File: config.mk
export PLATFORM = sky130hd
export DESIGN_NAME = tick_scheduler
export DESIGN_NICKNAME = d
export VERILOG_FILES = /design/src/rtl/tick_scheduler_pkg.sv /design/src/rtl/tick_channel.sv /design/src/rtl/tick_scheduler.sv
export SDC_FILE = /design/constraint.sdc
export NUM_CORES = 1
export LEC_CHECK = 0
export BUFFER_PORTS_ARGS = -buffer_cell sky130_fd_sc_hd__buf_4
export CAP_MARGIN = 20
export CELL_PAD_IN_SITES_DETAIL_PLACEMENT = 1
export CELL_PAD_IN_SITES_GLOBAL_PLACEMENT = 2
export CORE_AREA = 2 2 215 196
export DETAILED_ROUTE_END_ITERATION = 16
export DIE_AREA = 0 0 217 198
export GPL_TIMING_DRIVEN = 0
export PLACE_DENSITY = 0.85
export SKIP_LAST_GASP = 1
export SLEW_MARGIN = 20
export SYNTH_ARGS = -nofsm -noshare
export SYNTH_HDL_FRONTEND = slang
export SYNTH_HIERARCHICAL = 1
export SYNTH_SLANG_ARGS = --single-unit
File: constraint.sdc
create_clock -name inClock -period 4.8 [get_ports inClock]
set_clock_uncertainty 0.1 [all_clocks]
set_input_delay 0.48 -clock inClock [delete_from_list [all_inputs] [get_ports inClock]]
set_output_delay 0.48 -clock inClock [all_outputs]
set_load 0.01 [all_outputs]
File: src/rtl/tick_scheduler_pkg.sv
// Shared types and defaults for the tick scheduler and its per-channel counters.
package tick_scheduler_pkg;

  localparam int DEFAULT_DIV_DEF = 4;
  localparam int MAX_CHANNELS    = 16;
  localparam int MAX_WIDTH       = 32;

  // Divider is carried at the widest supported size; each channel keeps its low WIDTH bits.
  typedef struct packed {
    logic                 enable;
    logic [MAX_WIDTH-1:0] divider;
  } ch_cfg_t;

endpackage

File: src/rtl/tick_channel.sv
// One clock-enable channel: divide counter, tick strobe and phase square wave, with a
// shadowed divider that is only applied at a terminal count so periods never get cut short.
module tick_channel
  import tick_scheduler_pkg::*;
#(
  parameter int WIDTH       = 16,
  parameter int DEFAULT_DIV = DEFAULT_DIV_DEF
) (
  input  logic    inClock,
  input  logic    reset,
  input  logic    wr,
  input  ch_cfg_t cfg,
  output logic    tick,
  output logic    phase,
  output logic    active,
  output logic    pending
);

  logic [WIDTH-1:0] counter;
  logic [WIDTH-1:0] divider;
  logic [WIDTH-1:0] shadow;
  logic [WIDTH-1:0] cfg_div;
  logic [WIDTH-1:0] eff_m1;
  logic [WIDTH-1:0] half;
  logic             terminal;
  logic             cfg_unused;

  assign cfg_div    = cfg.divider[WIDTH-1:0];
  assign cfg_unused = ^cfg.divider;

  // A divider of 0 behaves like 1, so the terminal count is 0 in both cases.
  assign eff_m1   = (divider == '0) ? '0 : divider - 1'b1;
  assign half     = eff_m1 >> 1;
  assign terminal = (counter == eff_m1);

  always_ff @(posedge inClock) begin
    if (reset) begin
      counter <= '0;
      divider <= WIDTH'(DEFAULT_DIV);
      shadow  <= WIDTH'(DEFAULT_DIV);
      pending <= 1'b0;
      active  <= 1'b0;
      tick    <= 1'b0;
      phase   <= 1'b0;
    end else if (wr && !cfg.enable) begin
      active  <= 1'b0;
      counter <= '0;
      tick    <= 1'b0;
      phase   <= 1'b0;
      pending <= 1'b0;
    end else if (wr && !active) begin
      divider <= cfg_div;
      active  <= 1'b1;
      counter <= '0;
    end else if (active) begin
      if (terminal) begin
        counter <= '0;
        tick    <= 1'b1;
        phase   <= 1'b1;
        if (pending) begin
          divider <= shadow;
          pending <= 1'b0;
        end
      end else begin
        counter <= counter + 1'b1;
        tick    <= 1'b0;
        if (counter == half) phase <= 1'b0;
      end
      // Writes are only strobed while nothing is pending, so this never fights the clear above.
      if (wr) begin
        shadow  <= cfg_div;
        pending <= 1'b1;
      end
    end
  end

endmodule

File: src/rtl/tick_scheduler.sv
// Multi-channel clock-enable generator: decodes host config transfers to per-channel
// write strobes and exposes per-channel back-pressure on cfgReady.
module tick_scheduler
  import tick_scheduler_pkg::*;
#(
  parameter int CHANNELS    = 4,
  parameter int WIDTH       = 16,
  parameter int DEFAULT_DIV = DEFAULT_DIV_DEF,
  localparam int CH_BITS    = (CHANNELS > 1) ? $clog2(CHANNELS) : 1
) (
  input  logic                inClock,
  input  logic                reset,
  input  logic                cfgValid,
  output logic                cfgReady,
  input  logic [CH_BITS-1:0]  cfgChannel,
  input  logic [WIDTH-1:0]    cfgDivider,
  input  logic                cfgEnable,
  output logic [CHANNELS-1:0] tick,
  output logic [CHANNELS-1:0] phase,
  output logic [CHANNELS-1:0] active
);

  localparam int SLOTS = 1 << CH_BITS;

  logic [CHANNELS-1:0] pending;
  logic [CHANNELS-1:0] wr;
  logic [SLOTS-1:0]    pending_slot;
  logic                xfer;
  ch_cfg_t             cfg;

  // Unpopulated channel slots read as never pending, so out-of-range writes are accepted.
  assign pending_slot = SLOTS'(pending);
  assign cfgReady     = ~pending_slot[cfgChannel];
  assign xfer         = cfgValid && cfgReady;

  assign cfg.enable  = cfgEnable;
  assign cfg.divider = MAX_WIDTH'(cfgDivider);

  for (genvar i = 0; i < CHANNELS; i++) begin : g_ch
    assign wr[i] = xfer && (cfgChannel == CH_BITS'(i));

    tick_channel #(
      .WIDTH       (WIDTH),
      .DEFAULT_DIV (DEFAULT_DIV)
    ) u_ch (
      .inClock (inClock),
      .reset   (reset),
      .wr      (wr[i]),
      .cfg     (cfg),
      .tick    (tick[i]),
      .phase   (phase[i]),
      .active  (active[i]),
      .pending (pending[i])
    );
  end

endmodule

; After elaboration in Yosys (flattened, before gate mapping)
; Index checks and enable logic that the tools add are counted.
[totals]
wordCells = 174
output_inout_bits = 13
input_bits = 22
ff_bits = 208
[classes]
magnitude_cmp = 1
bitwise_logic = 9
eq_ne = 11
n_mux = 46
n_reduce_logical = 71
add_sub_neg = 8
[op_table]
columns = operator, n
row1 = 16-bit two-way mux, 24
row2 = 16-bit by 1-bit adder with 16-bit output (second input constant), 4
row3 = 16-bit by 15-bit equality test with 1-bit output, 4
row4 = 16-bit equality test, 4
row5 = 16-bit logical NOT, 4
row6 = 16-bit by 1-bit subtractor with 16-bit output (second input constant), 4
row7 = 2-bit nonzero test, 20
row8 = 4-bit AND reduction, 8
row9 = 3-bit AND reduction, 8
row10 = 1-bit two-way mux, 21
row11 = 1-bit logical AND, 13
row12 = 3-bit OR reduction, 4
row13 = 1-bit inverter, 9
row14 = 2-bit AND reduction, 4
row15 = 2-bit OR reduction, 4
row16 = 1-bit logical NOT, 5
row17 = 2-bit equality test (second input constant), 2
row18 = 2-bit by 3-bit < comparator with 1-bit output (second input constant), 1
row19 = 1-bit binary-select mux with 2-bit select, 1
row20 = 2-bit by 1-bit equality test with 1-bit output (second input constant), 1
row21 = 2-bit logical NOT, 1

; Logic depth before layout (Yosys ltp)
; Gate-level depths: netlist (run 1).
[depth]
ltp_word = 8
mapped_depth = 13
mapped_depth_nobuf = 10

; Modules after synthesis
; Netlist (run 1), hierarchy kept.
[by_module_without_submodules]
columns = module, instances, area_per_inst_um2, cells_per_inst, seq_area_each_um2
row1 = tick_channel (g_ch[0].u_ch ...), 2, 3965.1, 526, 1041.0
row2 = tick_channel (g_ch[2].u_ch ...), 2, 3885.0, 501, 1041.0
row3 = tick_scheduler, 1, 67.6, 8, 0.0

; Least setup slack after synthesis (run 1)
; Ideal clock, no wire load.
[synth_path]
kind = register to register
from = register g_ch[0].u_ch.divider[0]
to = register g_ch[0].u_ch.divider[10]
t_arrival_ns = 3.223
path_stages_with_launch = 13
path_buffers = 2
t_required_ns = 4.578
setup_time_ns = 0.122
slack_ns = 1.355
synth_period_minus_slack_ns = 3.445
cell_sequence = dfxtp_1 clkbuf_1 inv_1 ha_1 or3b_2 nor4_4 nor4_1 mux2_4 nor3_2 o311ai_2 o311a_4 buf_6 a221o_1
[synth_between]
elab_chain_len = 5
elab_cells_between_ends = 6
cone_classes = 1 x add/sub / 1 x eq/ne / 1 x mux / 3 x reduce/logical
[synth_lines]
columns = item, line_no
row1 = "start, declared", tick_channel.sv:20  ; logic [WIDTH-1:0] divider;
row2 = "start signal, assigned", tick_channel.sv:39  ; divider <= WIDTH'(DEFAULT_DIV);
row3 = "start signal, assigned", tick_channel.sv:52  ; divider <= cfg_div;
row4 = "start signal, assigned", tick_channel.sv:61  ; divider <= shadow;
row5 = 16-bit by 1-bit subtractor with 16-bit output or 16-bit logical NOT (tied branches), tick_channel.sv:32  ; assign eff_m1 = (divider == '0) ? '0 : divider - 1'b1;
row6 = 16-bit two-way mux (*), tick_channel.sv:32
row7 = 16-bit equality test (*), tick_channel.sv:34  ; assign terminal = (counter == eff_m1);
row8 = 2-bit nonzero test (no line) (*), -
row9 = 4-bit AND reduction (no line) (*), -
; Every way passes the cells marked *; elsewhere a longest branch is shown, timed or not.
; A chain may end at the register's enable or synchronous reset.

; Final worst setup path (run 1)
[layout_path]
from = register g_ch[1].u_ch.divider[0]
to = register g_ch[1].u_ch.phase
[layout_between]
elab_chain_len = 5
elab_cells_between_ends = 8
cone_classes = 1 x add/sub / 2 x eq/ne / 2 x mux / 3 x reduce/logical
[layout_lines]
columns = item, line_no
row1 = "start, declared", tick_channel.sv:20
row2 = "start signal, assigned", tick_channel.sv:39
row3 = "start signal, assigned", tick_channel.sv:52
row4 = "start signal, assigned", tick_channel.sv:61
row5 = 16-bit by 1-bit subtractor with 16-bit output or 16-bit logical NOT (tied branches), tick_channel.sv:32
row6 = 16-bit two-way mux (*), tick_channel.sv:32
row7 = 16-bit by 15-bit equality test with 1-bit output or 16-bit equality test (tied branches), "tick_channel.sv:67, tick_channel.sv:34"
row8 = 2-bit nonzero test (no line), -
row9 = 3-bit AND reduction (no line), -
row10 = "end signal, assigned", tick_channel.sv:44  ; phase <= 1'b0;
row11 = "end signal, assigned", tick_channel.sv:49  ; phase <= 1'b0;
row12 = "end signal, assigned", tick_channel.sv:67  ; if (counter == half) phase <= 1'b0;
row13 = "end, declared", tick_channel.sv:14  ; output logic phase,
; Marks and branches as above.

==> results of run 1 <==
[worst register-to-register path: stages, from the launching register on]
cell and delay [ns]:
dfxtp_1 0.33, clkbuf_1 0.23, inv_1 0.13, ha_1 0.26
or3b_2 0.54, nor4_4 0.50, buf_4 0.29, or3_1 0.14
a21boi_0 0.08, a2111oi_0 0.75, o211ai_1 0.27, o41ai_1 0.58
a21oi_1 0.13
[state kept, by name, indices dropped and copies added, names as in the netlist]
signal,cells
g_ch.u_ch/shadow,64
g_ch.u_ch/phase,4
g_ch.u_ch/active,4
g_ch.u_ch/counter,64
g_ch.u_ch/tick,4
g_ch.u_ch/divider,64
g_ch.u_ch/pending,4
[power groups by stage]
stage,clock network [mW],registers (mW),logic [mW]
finish,2.14,1.76,0.588
global route,2.28,1.76,0.636
CTS,2.21,1.76,0.577
detailed placement,0,1.79,0.574
global placement,0,1.79,0.563
floorplan,0,1.79,0.387
[per-layer routing]
| layer | global-route usage (%) | routed length, um | part of all wire [%] | vias up |
|---|---|---|---|---|
| li1 | - | - | - | 7631 |
| met1 | 37.0 | 27400 | 48 | 8105 |
| met2 | 42.5 | 25900 | 45 | 366 |
| met3 | 3.81 | 3110 | 5.4 | 71 |
| met4 | 7.13 | 1180 | 2.0 | 0 |
| met5 | 0 | 0 | 0 | - |
[worst max-delay path by stage]
stage	cells past startpoint	slack (ns)	from	end
3_3_place_gp	12	0.42	g_ch[1].u_ch/divider[0]	g_ch[1].u_ch/phase
4_1_cts	12	0.46	g_ch[2].u_ch/divider[0]	g_ch[2].u_ch/counter[5]
6_report	12	0.34	g_ch[1].u_ch/divider[0]	g_ch[1].u_ch/phase
2_1_floorplan	12	1.35	g_ch[0].u_ch/divider[0]	g_ch[0].u_ch/divider[10]
3_5_place_dp	12	0.48	g_ch[2].u_ch/divider[0]	g_ch[2].u_ch/counter[11]
5_1_grt	12	0.15	g_ch[2].u_ch/divider[0]	g_ch[2].u_ch/counter[9]
[area by class of cell]
cell class	instances	area [sq um]	share of cell area [%]
clock inverter	11	160	0.909
tap	547	684	3.89
buffer	186	843	4.79
clock buffer	38	757	4.30
inverter	81	304	1.73
timing repair buffer	33	248	1.41
multi-input combinational	1586	10500	59.3
sequential	208	4160	23.6
==> flow_summary.ini, run 1 <==
[placement]
place_area_sq_mm = 0.0167
numPortBuffers = 33
place_hpwl_um = 42500
dp_cells = 2641
pre_cts_slack_ns = 0.480
gp_congestion = 0.940

[hold_path]
holdPathStages = 3
holdPathEnd = g_ch[1].u_ch/shadow[13]
min-delay-start = cfgDivider[13]
min-delay-path-class = primary input to flip-flop

[pwr]
pwr-share-comb_pct = 13.1
p_int_mw = 3.25
p_leak_nw = 6.00
p_clk_share_pct = 47.7
finalPower_mw = 4.48
ir_worst_vdd_mv = 0.230
p_sw_share_pct = 27.6
p_sw_mw = 1.24
p_seq_share_pct = 39.2
pwr_density_cell_mw_per_mm2 = 255

[critical_path]
crit_family = compound AO/OA/AOI/OAI gates
crit_path_start_kind = flip-flop
cp_slowest_cell = a2111oi_0
crit_arrival_ns = 4.77
ff2ff_setup_slack_ns = 0.34
cp_num_buf_inv = 3
critPathCaptureType = flip-flop
r2r-start = g_ch[1].u_ch/divider[0]
rr_endpoint = g_ch[1].u_ch/phase
crit_type = flip-flop to flip-flop
cpPeakStageDelay_ns = 0.75
path_cells = clkbuf_1, inv_1, ha_1, or3b_2, nor4_4, buf_4, or3_1, a21boi_0, a2111oi_0, o211ai_1, o41ai_1, a21oi_1
worstPathMaxFanout = 10
crit_required_ns = 5.11
reg2regPathDepth = 12

[floorplanning]
core_area_sq_mm = 0.0410
die-width_um = 217
fp.dieH_um = 198
num_rows = 71
io_pins = 35
initial_core_util_pct = 38.4
die_area_sq_mm = 0.0430

[clock_tree]
cts_sinks = 208
cts_inserted_buffers = 27
htreeDepth = 1
holdBufCountCts = 0
cts.clk_slew.worst_paths_ns = 0.06
cts-root-buf = clkbuf_16
clock_latency_ns = 0.56
cts_max_path_buffers = 3
cts_setup_buffers = 0
cts_resized = 0
cts_tree = yes

[sta]
worst_pin_slew_ns = 1.07
finalSetupViolations = 0
min_period_ns = 4.46
fmax_mhz = 224
setup_tns_ns = 0
hold_violations = 0
setup_slack_ns = 0.337
rsz0062_at_grt = false
slew_viol_final = 0
hold-worst-slack_ns = 0.181
fin_crit_sh_pct = 93.0
relSlewSlack_pct = 27.8

[detailed_routing]
first_pass_iters = 5
via_per_inst = 6.01
num_vias = 16200
final_antenna_net_count = 0
wl_per_cell_um = 21.4
wl_um = 57600
drt_iter0_drc = 926
drc = 0

[final_layout]
nNetsFinal = 2153
area_delta_synth_final_pct = 11.7
stdcell_count = 2690
layout_commonest_cell = nand2_1
stdcell_area_sq_mm = 0.0176
num_antenna_cells = 0
drive_above_1_share_pct = 10.9
final_cell_mix = 235 x nand2_1, 208 x dfxtp_1, 198 x nor2_1
nFillCells = 5160
postLayoutCoreUtil_pct = 42.9

[grt]
grt_pass1_wl_um = 91600
grt_start_max_net_pins = 29
grt-ovfl-total = 0
antenna_found_initial = 1
grt_pass1_vias = 16200
grt_usage_pct = 26.5

[job]
maxCapViolCount = 0

[synthesis]
yosys_warnings = 6
synth.net_count = 2091
synth_cells = 2061
syn_avg_cell_area_sq_um = 7.65
syn_area_sq_mm = 0.0158

[run_status]
status = completed
No activity file was read; power rests on OpenSTA's default activity.
==> run 2: changes to the inputs <==
--- a/config.mk
+++ b/config.mk
@@ -9,11 +9,11 @@
 export CAP_MARGIN = 20
 export CELL_PAD_IN_SITES_DETAIL_PLACEMENT = 1
 export CELL_PAD_IN_SITES_GLOBAL_PLACEMENT = 2
-export CORE_AREA = 2 2 215 196
+export CORE_AREA = 2 2 218 199
 export DETAILED_ROUTE_END_ITERATION = 16
-export DIE_AREA = 0 0 217 198
+export DIE_AREA = 0 0 220 201
 export GPL_TIMING_DRIVEN = 0
-export PLACE_DENSITY = 0.85
+export PLACE_DENSITY = 0.83
 export SKIP_LAST_GASP = 1
 export SLEW_MARGIN = 20
 export SYNTH_ARGS = -nofsm -noshare
==> flow_summary.ini, run 2 (synthesized netlist as in run 1, its figures left out) <==
[clock_tree]
holdBufCountCts = 0
cts_setup_buffers = 0
htreeDepth = 1
cts-root-buf = clkbuf_16
clock_latency_ns = 0.57
cts_inserted_buffers = 27
cts.clk_slew.worst_paths_ns = 0.06
cts_max_path_buffers = 3
cts_resized = 0
cts_tree = yes
cts_sinks = 208

[final_layout]
area_delta_synth_final_pct = 11.7
layout_commonest_cell = nand2_1
nFillCells = 5232
stdcell_count = 2697
stdcell_area_sq_mm = 0.0176
drive_above_1_share_pct = 10.7
nNetsFinal = 2153
top_regs = g_ch.u_ch/counter x64, g_ch.u_ch/divider x64, g_ch.u_ch/shadow x64
final_cell_mix = 235 x nand2_1, 208 x dfxtp_1, 198 x nor2_1

[floorplanning]
fp.dieH_um = 201
die_area_sq_mm = 0.0442
initial_core_util_pct = 37.4
num_rows = 72
io_pins = 35
die-width_um = 220
core_area_sq_mm = 0.0422

[critical_path]
crit_required_ns = 5.12
cp_slowest_cell = a2111oi_0
crit_path_start_kind = flip-flop
path_cells = clkbuf_1, inv_1, ha_1, or3b_2, nor4_4, buf_4, or3_1, a21boi_0, a2111oi_0, o211ai_1, o41ai_1, a21oi_1
crit_arrival_ns = 4.81
critPathCaptureType = flip-flop
cpPeakStageDelay_ns = 0.81
crit_type = flip-flop to flip-flop
worstPathMaxFanout = 10

[placement]
gp_congestion = 0.971
pre_cts_slack_ns = 0.522
numPortBuffers = 33
place_hpwl_um = 43100
place_area_sq_mm = 0.0167
dp_cells = 2649

[detailed_routing]
num_vias = 16300
drc = 0
drt_iter0_drc = 1110
first_pass_iters = 5
wl_um = 57800
wl_per_cell_um = 21.4
final_antenna_net_count = 0
via_per_inst = 6.03

[hold_path]
min-delay-path-class = primary input to flip-flop

[sta]
relSlewSlack_pct = 29.7
finalSetupViolations = 0
hold_violations = 0
min_period_ns = 4.48
fmax_mhz = 223
setup_tns_ns = 0
rsz0062_at_grt = false
setup_slack_ns = 0.317
worst_pin_slew_ns = 1.03
slew_viol_final = 0
fin_crit_sh_pct = 93.4

[pwr]
p_clk_share_pct = 47.4
pwr-share-comb_pct = 13.2
p_sw_mw = 1.25
p_int_mw = 3.21
p_seq_share_pct = 39.4
pwr_density_cell_mw_per_mm2 = 253
ir_worst_vdd_mv = 0.214
finalPower_mw = 4.46
p_sw_share_pct = 27.9
p_leak_nw = 6.00

[job]
maxCapViolCount = 0

[grt]
grt_usage_pct = 25.9
grt_pass1_wl_um = 91900
grt_start_max_net_pins = 29
grt_pass1_vias = 16200
antenna_found_initial = 0
grt-ovfl-total = 0

[run_status]
status = completed
run 2: changes by cell type in the layout (fill, tap and decap cells not counted):
cell | before | now
clkbuf_8 | 4 | 5
bufinv_16 | 4 | 3
clkinv_4 | 0 | 1
diode_2 | 0 | 1
clkbuf_1 | 155 | 156
clkinvlp_4 | 2 | 0
inv_16 | 0 | 1
clkinv_2 | 5 | 2
run 2: worst paths after layout:
check | end | cells after the start | from | slack (ns)
worst max register to register | g_ch[1].u_ch/phase | 12 | g_ch[1].u_ch/divider[0] | 0.32
worst min-delay path | g_ch[3].u_ch/shadow[2] | 3 | cfgDivider[2] | 0.15
worst max-delay path | g_ch[1].u_ch/phase | 12 | g_ch[1].u_ch/divider[0] | 0.32
worst min register to register | g_ch[1].u_ch/shadow[12] | 2 | g_ch[1].u_ch/shadow[12] | 0.35
run 2: cell type report:
cell class	instances	area (sq um)	share of cell area [%]
Antenna cell	1	2.50	0.0142
Buffer	186	843	4.79
Clock buffer	40	774	4.40
Clock inverter	7	129	0.732
Inverter	81	304	1.73
Multi-Input combinational cell	1586	10500	59.3
Sequential cell	208	4160	23.6
Tap cell	555	694	3.94
Timing Repair Buffer	33	248	1.41
run 2: worst max-delay path: cells and delay by family (launching register included):
family,cells,cell delay [ns]
compound gates,5,1.81
fa+ha+maj,1,0.25
buf+inv,3,0.66
flops,1,0.32
simple gates,3,1.17
run 2: power by group through the flow:
stage | registers (mW) | clock network (mW) | logic [mW]
after detailed placement | 1.79 | 0 | 0.576
after global routing | 1.76 | 2.24 | 0.639
final | 1.76 | 2.11 | 0.590
after floorplan | 1.79 | 0 | 0.387
after CTS | 1.76 | 2.16 | 0.579
after global placement | 1.79 | 0 | 0.565
run 2: through the flow:
stage                     utilization [%]  hold slack (ns)
after detailed placement             39.6            0.348
after global placement               39.6            0.342
after global routing                 41.8            0.145
after CTS                            41.8            0.129
final                                41.8            0.152
after floorplan                         -            0.334
run 2: layer usage:
layer  vias to the layer above  share of wire [%]  track usage [%]
li1                       7634                  -                -
met3                        68                5.6             3.68
met5                         -                  0                0
met2                       396                 44             40.1
met4                         0                1.5             5.61
met1                      8163                 49             37.7
==> run 3: changes to the inputs <==
--- a/config.mk
+++ b/config.mk
@@ -6,7 +6,6 @@
 export NUM_CORES = 1
 export LEC_CHECK = 0
 export BUFFER_PORTS_ARGS = -buffer_cell sky130_fd_sc_hd__buf_4
-export CAP_MARGIN = 20
 export CELL_PAD_IN_SITES_DETAIL_PLACEMENT = 1
 export CELL_PAD_IN_SITES_GLOBAL_PLACEMENT = 2
 export CORE_AREA = 2 2 218 199
@@ -14,6 +13,7 @@
 export DIE_AREA = 0 0 220 201
 export GPL_TIMING_DRIVEN = 0
 export PLACE_DENSITY = 0.83
+export RECOVER_POWER = 50
 export SKIP_LAST_GASP = 1
 export SLEW_MARGIN = 20
 export SYNTH_ARGS = -nofsm -noshare
==> flow_summary.ini, run 3 (synthesized netlist as in run 1, its figures left out) <==
[run_status]
status = completed

[floorplanning]
io_pins = 35
initial_core_util_pct = 37.4
die_area_sq_mm = 0.0442
fp.dieH_um = 201
core_area_sq_mm = 0.0422
die-width_um = 220
num_rows = 72

[pwr]
pwr_density_cell_mw_per_mm2 = 254
p_leak_nw = 5.93
finalPower_mw = 4.46
ir_worst_vdd_mv = 0.214

[placement]
numPortBuffers = 33
dp_cells = 2649
place_area_sq_mm = 0.0167
pre_cts_slack_ns = 0.522
place_hpwl_um = 43100
gp_congestion = 0.971

[final_layout]
area_delta_synth_final_pct = 11.1
stdcell_count = 2696
multiInputGateArea_sq_mm = 0.0104
stdcell_area_sq_mm = 0.0175
top_regs = g_ch.u_ch/counter x64, g_ch.u_ch/divider x64, g_ch.u_ch/shadow x64
drive_above_1_share_pct = 9.86
nFillCells = 5241
num_antenna_cells = 0
postLayoutCoreUtil_pct = 41.5
seq_area_sq_mm = 0.00416
layout_commonest_cell = nand2_1
nNetsFinal = 2153
final_cell_mix = 235 x nand2_1, 208 x dfxtp_1, 198 x nor2_1

[critical_path]
crit_required_ns = 5.12
critPathCaptureType = flip-flop
worstPathMaxFanout = 10
crit_type = flip-flop to flip-flop
crit_path_start_kind = flip-flop
reg2regPathDepth = 12
crit_arrival_ns = 4.84

[grt]
grt_usage_pct = 25.9
grt_pass1_wl_um = 91900
global_route.usage.met3_pct = 3.68
antenna_found_initial = 0
top_usage_layer = met2
grt_pass1_vias = 16200
grt_start_max_net_pins = 29
gr-usage-met1_pct = 37.7
grt.met2_usage_pct = 40.1
grt-ovfl-total = 0

[sta]
rsz0062_at_grt = false
relSlewSlack_pct = 18.9
worst_pin_slew_ns = 1.20
setup_tns_ns = 0
setup_slack_ns = 0.281
hold_violations = 0
finalSetupViolations = 0
fmax_mhz = 221
slew_viol_final = 0
fin_crit_sh_pct = 94.2
min_period_ns = 4.52
hold-worst-slack_ns = 0.153

[clock_tree]
cts_inserted_buffers = 27
clock_latency_ns = 0.58
cts_max_path_buffers = 3
htreeDepth = 1
cts-root-buf = clkbuf_16
cts_sinks = 208
holdBufCountCts = 0
cts_setup_buffers = 0
cts_resized = 0
cts_tree = yes
cts.clk_slew.worst_paths_ns = 0.06

[detailed_routing]
wl_um = 57800
final_antenna_net_count = 0
via_per_inst = 6.03
drc = 0
drt_iter0_drc = 1120
wl_per_cell_um = 21.4
num_vias = 16300
first_pass_iters = 5

[hold_path]
holdPathStages = 3
min-delay-path-class = primary input to flip-flop

[job]
maxCapViolCount = 0
[run 3: cell count changes in the layout (fill, tap and decap cells not counted), sizes merged]
cell	previous run	this run
diode	1	0
clkbuf	190	205
buf	69	54
[run 3: layer usage]
layer / vias to the layer above / share of wire, %
li1: 7633 / -
met1: 8125 / 49
met2: 426 / 44
met3: 72 / 5.7
met4: 0 / 1.6
met5: - / 0
[run 3: path summary, 6_finish.rpt]
path / endpoint / start / slack [ns]
setup reg to reg: g_ch[1].u_ch/phase / g_ch[1].u_ch/divider[0] / 0.28
hold reg to reg: g_ch[1].u_ch/shadow[12] / g_ch[1].u_ch/shadow[12] / 0.35
setup / recovery: g_ch[1].u_ch/phase / g_ch[1].u_ch/divider[0] / 0.28
hold / removal: g_ch[3].u_ch/shadow[2] / cfgDivider[2] / 0.15
[run 3: area by class of cell]
| cell class | instances | area share (%) |
|---|---|---|
| flip-flops and latches | 208 | 23.8 |
| inverters | 81 | 1.74 |
| well taps | 555 | 3.96 |
| clock buffers | 40 | 4.42 |
| multi-input cells | 1586 | 59.5 |
| plain buffers | 186 | 4.74 |
| clock inverters | 7 | 0.736 |
| repair buffers | 33 | 1.14 |
[run 3: power by group]
group / total (mW) / leakage (nW) / switching (mW) / internal [mW]
logic: 0.586 / 3.81 / 0.392 / 0.194
registers: 1.76 / 1.68 / 0.0125 / 1.74
clock network: 2.12 / 0.442 / 0.842 / 1.27
total: 4.46 / 5.93 / 1.25 / 3.21
[run 3: worst max-delay path: stages, from the launching register on]
cell	delay, ns
dfxtp_1	0.32
clkbuf_1	0.23
inv_1	0.14
ha_1	0.25
or3b_2	0.54
nor4_4	0.50
buf_4	0.29
or3_1	0.12
a21boi_0	0.08
a2111oi_0	0.87
o211ai_1	0.29
o41ai_1	0.51
a21oi_1	0.13
